==> config.mk <==
export PLATFORM = sky130hd
export DESIGN_NAME = decade_chain_ctrl
export DESIGN_NICKNAME = d
export VERILOG_FILES = /design/src/rtl/decade_pkg.sv /design/src/rtl/bcd_digit.sv /design/src/rtl/decade_chain_ctrl.sv
export SDC_FILE = /design/constraint.sdc
export NUM_CORES = 1
export LEC_CHECK = 0
export ABC_AREA = 1
export BUFFER_PORTS_ARGS = -buffer_cell sky130_fd_sc_hd__buf_2
export CORE_AREA = 2 2 50 52
export DETAILED_ROUTE_END_ITERATION = 16
export DIE_AREA = 0 0 52 54
export PLACE_DENSITY = 0.86
export SYNTH_ARGS = -nofsm -noshare
export SYNTH_HDL_FRONTEND = slang
export SYNTH_SLANG_ARGS = --single-unit
==> constraint.sdc <==
create_clock -name clk -period 3.2 [get_ports clk]
set_input_delay 0.48 -clock clk [delete_from_list [all_inputs] [get_ports clk]]
set_output_delay 0.48 -clock clk [all_outputs]
set_load 0.05 [all_outputs]
==> src/rtl/decade_pkg.sv <==
// rtl/decade_pkg.sv - shared state encodings and BCD constants for the decade counter chain
package decade_pkg;

  typedef enum logic [1:0] {
    ST_IDLE  = 2'd0,
    ST_RUN   = 2'd1,
    ST_PAUSE = 2'd2,
    ST_DONE  = 2'd3
  } state_e;

  localparam int         BCD_W     = 4;
  localparam logic [3:0] DIGIT_MAX = 4'd9;

endpackage

==> src/rtl/bcd_digit.sv <==
// rtl/bcd_digit.sv - one mod-10 decade of the chain; falling-edge flops, async active-low reset
module bcd_digit
  import decade_pkg::*;
(
  input  logic             clk,
  input  logic             rst,
  input  logic             inc_in,
  input  logic             load_zero,
  output logic [BCD_W-1:0] q,
  output logic             carry_out
);

  logic [BCD_W-1:0] q_q;
  logic [BCD_W-1:0] q_d;

  always_comb begin
    q_d = q_q;
    if (load_zero) begin
      q_d = '0;
    end else if (inc_in) begin
      q_d = (q_q == DIGIT_MAX) ? 4'd0 : q_q + 4'd1;
    end
  end

  always_ff @(negedge clk or negedge rst) begin
    if (!rst) begin
      q_q <= '0;
    end else begin
      q_q <= q_d;
    end
  end

  assign q         = q_q;
  assign carry_out = inc_in && (q_q == DIGIT_MAX);

endmodule

==> src/rtl/decade_chain_ctrl.sv <==
// rtl/decade_chain_ctrl.sv - run/pause/clear sequencer, prescaler and terminal compare for a BCD chain
// Optional lap capture register and ports are built when DECADE_LAP_CAPTURE_EN is defined.
module decade_chain_ctrl
  import decade_pkg::*;
#(
  parameter int DIGITS   = 2,
  parameter int PRESCALE = 10
) (
  input  logic                  clk,
  input  logic                  rst,
  input  logic                  start,
  input  logic                  stop,
  input  logic                  clear,
  input  logic                  auto_reload,
  input  logic [4*DIGITS-1:0]   limit,
`ifdef DECADE_LAP_CAPTURE_EN
  input  logic                  lap,
  output logic [4*DIGITS-1:0]   lap_count,
`endif
  output logic [4*DIGITS-1:0]   count,
  output logic                  running,
  output logic                  done,
  output logic [1:0]            state
);

  localparam int            PW         = (PRESCALE > 1) ? $clog2(PRESCALE) : 1;
  localparam logic [PW-1:0] PRESC_LAST = PW'(PRESCALE - 1);

  state_e              state_q, state_d;
  logic [PW-1:0]       presc_q, presc_d;
  logic                done_q, done_d;
  logic                chain_inc;
  logic                chain_zero;
  logic                at_limit;
  logic                tick;
  logic [DIGITS:0]     carry;
  logic [4*DIGITS-1:0] count_w;
  logic                unused_chain_wrap;

  // Digits never exceed 9, so a limit holding a non-BCD nibble simply never matches.
  assign at_limit = (count_w == limit);
  assign tick     = (presc_q == PRESC_LAST);

  always_comb begin
    state_d    = state_q;
    presc_d    = presc_q;
    done_d     = 1'b0;
    chain_inc  = 1'b0;
    chain_zero = 1'b0;
    if (clear) begin
      state_d    = ST_IDLE;
      presc_d    = '0;
      chain_zero = 1'b1;
    end else begin
      case (state_q)
        ST_IDLE: begin
          if (start && !stop) begin
            state_d = ST_RUN;
            presc_d = '0;
          end
        end
        ST_RUN: begin
          if (stop) begin
            state_d = ST_PAUSE;
          end else if (tick) begin
            presc_d = '0;
            if (at_limit) begin
              done_d = 1'b1;
              if (auto_reload) begin
                chain_zero = 1'b1;
              end else begin
                state_d = ST_DONE;
              end
            end else begin
              chain_inc = 1'b1;
            end
          end else begin
            presc_d = presc_q + 1'b1;
          end
        end
        ST_PAUSE: begin
          if (start && !stop) begin
            state_d = ST_RUN;
          end
        end
        ST_DONE: begin
          if (start && !stop) begin
            state_d    = ST_RUN;
            presc_d    = '0;
            chain_zero = 1'b1;
          end
        end
        default: begin
          state_d = ST_IDLE;
        end
      endcase
    end
  end

  always_ff @(negedge clk or negedge rst) begin
    if (!rst) begin
      state_q <= ST_IDLE;
      presc_q <= '0;
      done_q  <= 1'b0;
    end else begin
      state_q <= state_d;
      presc_q <= presc_d;
      done_q  <= done_d;
    end
  end

  // Ripple carry: digit k steps only when the tick passed through every lower 9.
  assign carry[0] = chain_inc;

  for (genvar k = 0; k < DIGITS; k++) begin : g_digit
    bcd_digit u_digit (
      .clk       (clk),
      .rst       (rst),
      .inc_in    (carry[k]),
      .load_zero (chain_zero),
      .q         (count_w[4*k +: 4]),
      .carry_out (carry[k+1])
    );
  end

  assign unused_chain_wrap = carry[DIGITS];

`ifdef DECADE_LAP_CAPTURE_EN
  logic [4*DIGITS-1:0] lap_q, lap_d;

  // Captures the pre-tick count when a lap lands on the same edge as a tick.
  always_comb begin
    lap_d = lap_q;
    if (clear) begin
      lap_d = '0;
    end else if (lap && (state_q == ST_RUN || state_q == ST_PAUSE)) begin
      lap_d = count_w;
    end
  end

  always_ff @(negedge clk or negedge rst) begin
    if (!rst) begin
      lap_q <= '0;
    end else begin
      lap_q <= lap_d;
    end
  end

  assign lap_count = lap_q;
`endif

  assign count   = count_w;
  assign running = (state_q == ST_RUN);
  assign done    = done_q;
  assign state   = state_q;

endmodule

==> metrics.txt <==
Fin. Hold Viols=0; synthesized area=1180 sq um; Slew @ Worst Pin=0.375 ns; drt wl/cell=11.1 um; GRT Util Overall=19.9%; WS Path Type=reg2out; sequential standard cell area=375 sq um; # IOs=26; Max stage delay cell, worst path=dfrtn_1; vias=1136; Die X=52 um; # fillers=215; unrepaired setup endpoints after global routing=yes; Max Buffers Root-to-Sink=2; initial core utilization=50.9%; status=complete, but fails checks; Syn Area/Cell=7.33 sq um; Worst Skew=0.00849 ns; share of layout cells above drive strength 1=25.9%; WP data required=2.72 ns; Root Buffer=clkbuf_4; CTS clock-pin slew for the worst setup and hold paths=0.07 ns; hold path startpoint=presc_q[2]; # diodes=0; Initial DRT Pass Iterations=4; Skew-Pair Late Insertion Delay=0.28 ns; routed wire length=2520 um; Row Count=18; Slew Limit Fails=0; Final setup viols=1; # Max-Cap Violations=0; crit-path max cell delay=0.46 ns; H-tree Lvls=1; synthesized flop and latch total=15; synthesized instance count=161; crit-path cells=inv_2 > ha_4 > buf_8; Finished Cell Area=1460 sq um; failing checks=negative setup slack; Synth Net Count=183; Crit Path Max Fanout=5; CP bufs+invs=2; post-detailed-route count of antenna-violating nets=0; setup_tns=-0.0142 ns; Worst R2R Start=presc_q[0]; DR vias/cell=5.00; grt total ovfl=0; largest net degree at the start of global routing=16; footprint of the multi-input gates=701 sq um; I/O Buffers=25; sequential element share of the synthesized area=31.8%; DRC=0; Startpoint Class=flop; RePlAce Congestion=0.898; core area=2320 sq um; Pleak=0.825 nW; initial antenna violation count=0; vias in the first global route=1012; area delta synth->final=23.9%; Synth cell types=24; DP Wirelength=1870 um; worst hold path cell count=2; Setup crit end kind=primary output; DRT iter0 DRCs=33; yosys warns=0; Hold Path Sink=presc_q[2]; first-pass GRT wire length=4240 um; die area=2810 sq um; crit-path leading delay family=flip-flops; TritonCTS clock tree=built; cts bufs inserted=3; Relative slew margins=74.9%; reg2reg setup slack=1.58 ns; Pwr per Cell Area=523 nW/um^2; Critical Path AT=2.73 ns; Placed Area=1370 sq um; Min-Delay Path Class=reg2reg; die height=54 um; CTS Sinks=15; fin worst setup slack=-0.0142 ns; worst r2r dst=g_digit[1].u_digit.q[1]; Peak VDD IR=0.000538 V; cell depth of the worst flop-to-flop path=6; NumNets Final=220
## cell families after synthesis
logic type,count (synthesis),synth area share (%)
buf+inv,29,9.86
xor+xnor,9,6.68
simple gates,87,37.1
flops,15,31.8
compound gates,13,6.04
fa+ha+maj,8,8.48
## placed cells by master (no fill, tap or decap)
cell and count:
inv_2 3, nor2_4 1, buf_2 17, xor2_1 5, buf_6 1, nor3_1 3, buf_4 10, o21ai_0 1
nand4_1 8, dfrtn_1 15, o31ai_1 1, buf_8 1, ha_1 7, nor2_2 2, o22ai_1 1, clkbuf_1 1
ha_4 1, nor2_1 11, clkbuf_4 7, inv_1 25, nand2_1 43, a21oi_1 9, nand3_2 3, nand3_4 1
nand2_2 2, xnor2_1 4, nand2_4 1, o21a_1 1, nand3_1 11, nor2_8 1
## power by group
part	internal, mW	leakage, nW	switching (mW)
clock network	0.0483	0.0150	0.0598
registers	0.219	0.206	0.0218
logic	0.166	0.604	0.250
## registers in the layout, summed over array words and instances, names as in the netlist
register	cells
done	1
presc_q	4
g_digit.u_digit.q	8
state	2
## tightest hold or removal path, stage by stage (launching register included)
cell and delay (ns):
dfrtn_1 0.34, inv_2 0.08, o21a_1 0.12
## metal layers
| metal | wire (um) | GRT usage, % | part of all wire (%) |
|---|---|---|---|
| met1 | 1110 | 25.4 | 44 |
| met2 | 1240 | 36.7 | 49 |
| met3 | 165 | 2.50 | 6.5 |
| met4 | 15 | 2.63 | 0.59 |
| met5 | 0 | 0 | 0 |
## layout make-up
type / instances / share of cell area, %
sequential: 15 / 25.7
timing repair buffer: 33 / 14.8
multi-input combinational: 117 / 47.9
clock buffer: 4 / 1.80
tap: 30 / 2.57
inverter: 28 / 7.19
## synthesized netlist by cell type
library cell,number,area share (%)
nand2_1,43,14
inv_1,26,8.3
dfrtn_1,15,32
nand3_1,11,4.7
nor2_1,11,3.5
a21oi_1,9,3.8
ha_1,8,8.5
nand4_1,8,4.2
xor2_1,5,3.7
xnor2_1,4,3.0
nand3_2,3,2.5
nor3_1,3,1.3
inv_2,2,0.64
nand2_2,2,1.1
nor2_2,2,1.1
buf_6,1,0.95
nand2_4,1,0.95
nand3_4,1,1.5
nor2_4,1,0.95
nor2_8,1,1.7
o21a_1,1,0.64
o21ai_0,1,0.42
o22ai_1,1,0.53
o31ai_1,1,0.64
## how the worst max path moves through the flow
stage | slack [ns] | endpoint | cells past startpoint | from
finish | -0.01 | running | 3 | state[1]
global route | -0.04 | running | 3 | state[1]
CTS | -0.003 | running | 2 | state[0]
detailed placement | 0.01 | state[1] | 9 | limit[6]
global placement | 0.04 | state[1] | 9 | limit[6]
floorplan | 0.02 | running | 2 | state[1]
## repair_timing
item                       4_1_cts  5_1_grt
setup endpoints to repair        2        8
gates resized for setup          3       11
setup buffers                    1        4
hold buffers                     0        0
pin swaps                        0        0
## per-stage QoR
step	power (mW)	setup WS [ns]	instances	hold slack [ns]	util, %
final	0.764	-0.0142	227	0.448	63.0
after global routing	0.825	-0.0372	227	0.479	63.0
after CTS	0.724	-0.00252	223	0.451	60.7
after detailed placement	0.593	0.0134	218	0.445	58.9
after global placement	0.590	0.0434	218	0.438	58.9
after floorplan	0.516	0.0182	161	0.421	-
Note: power is estimated with default switching activity, not from simulation.
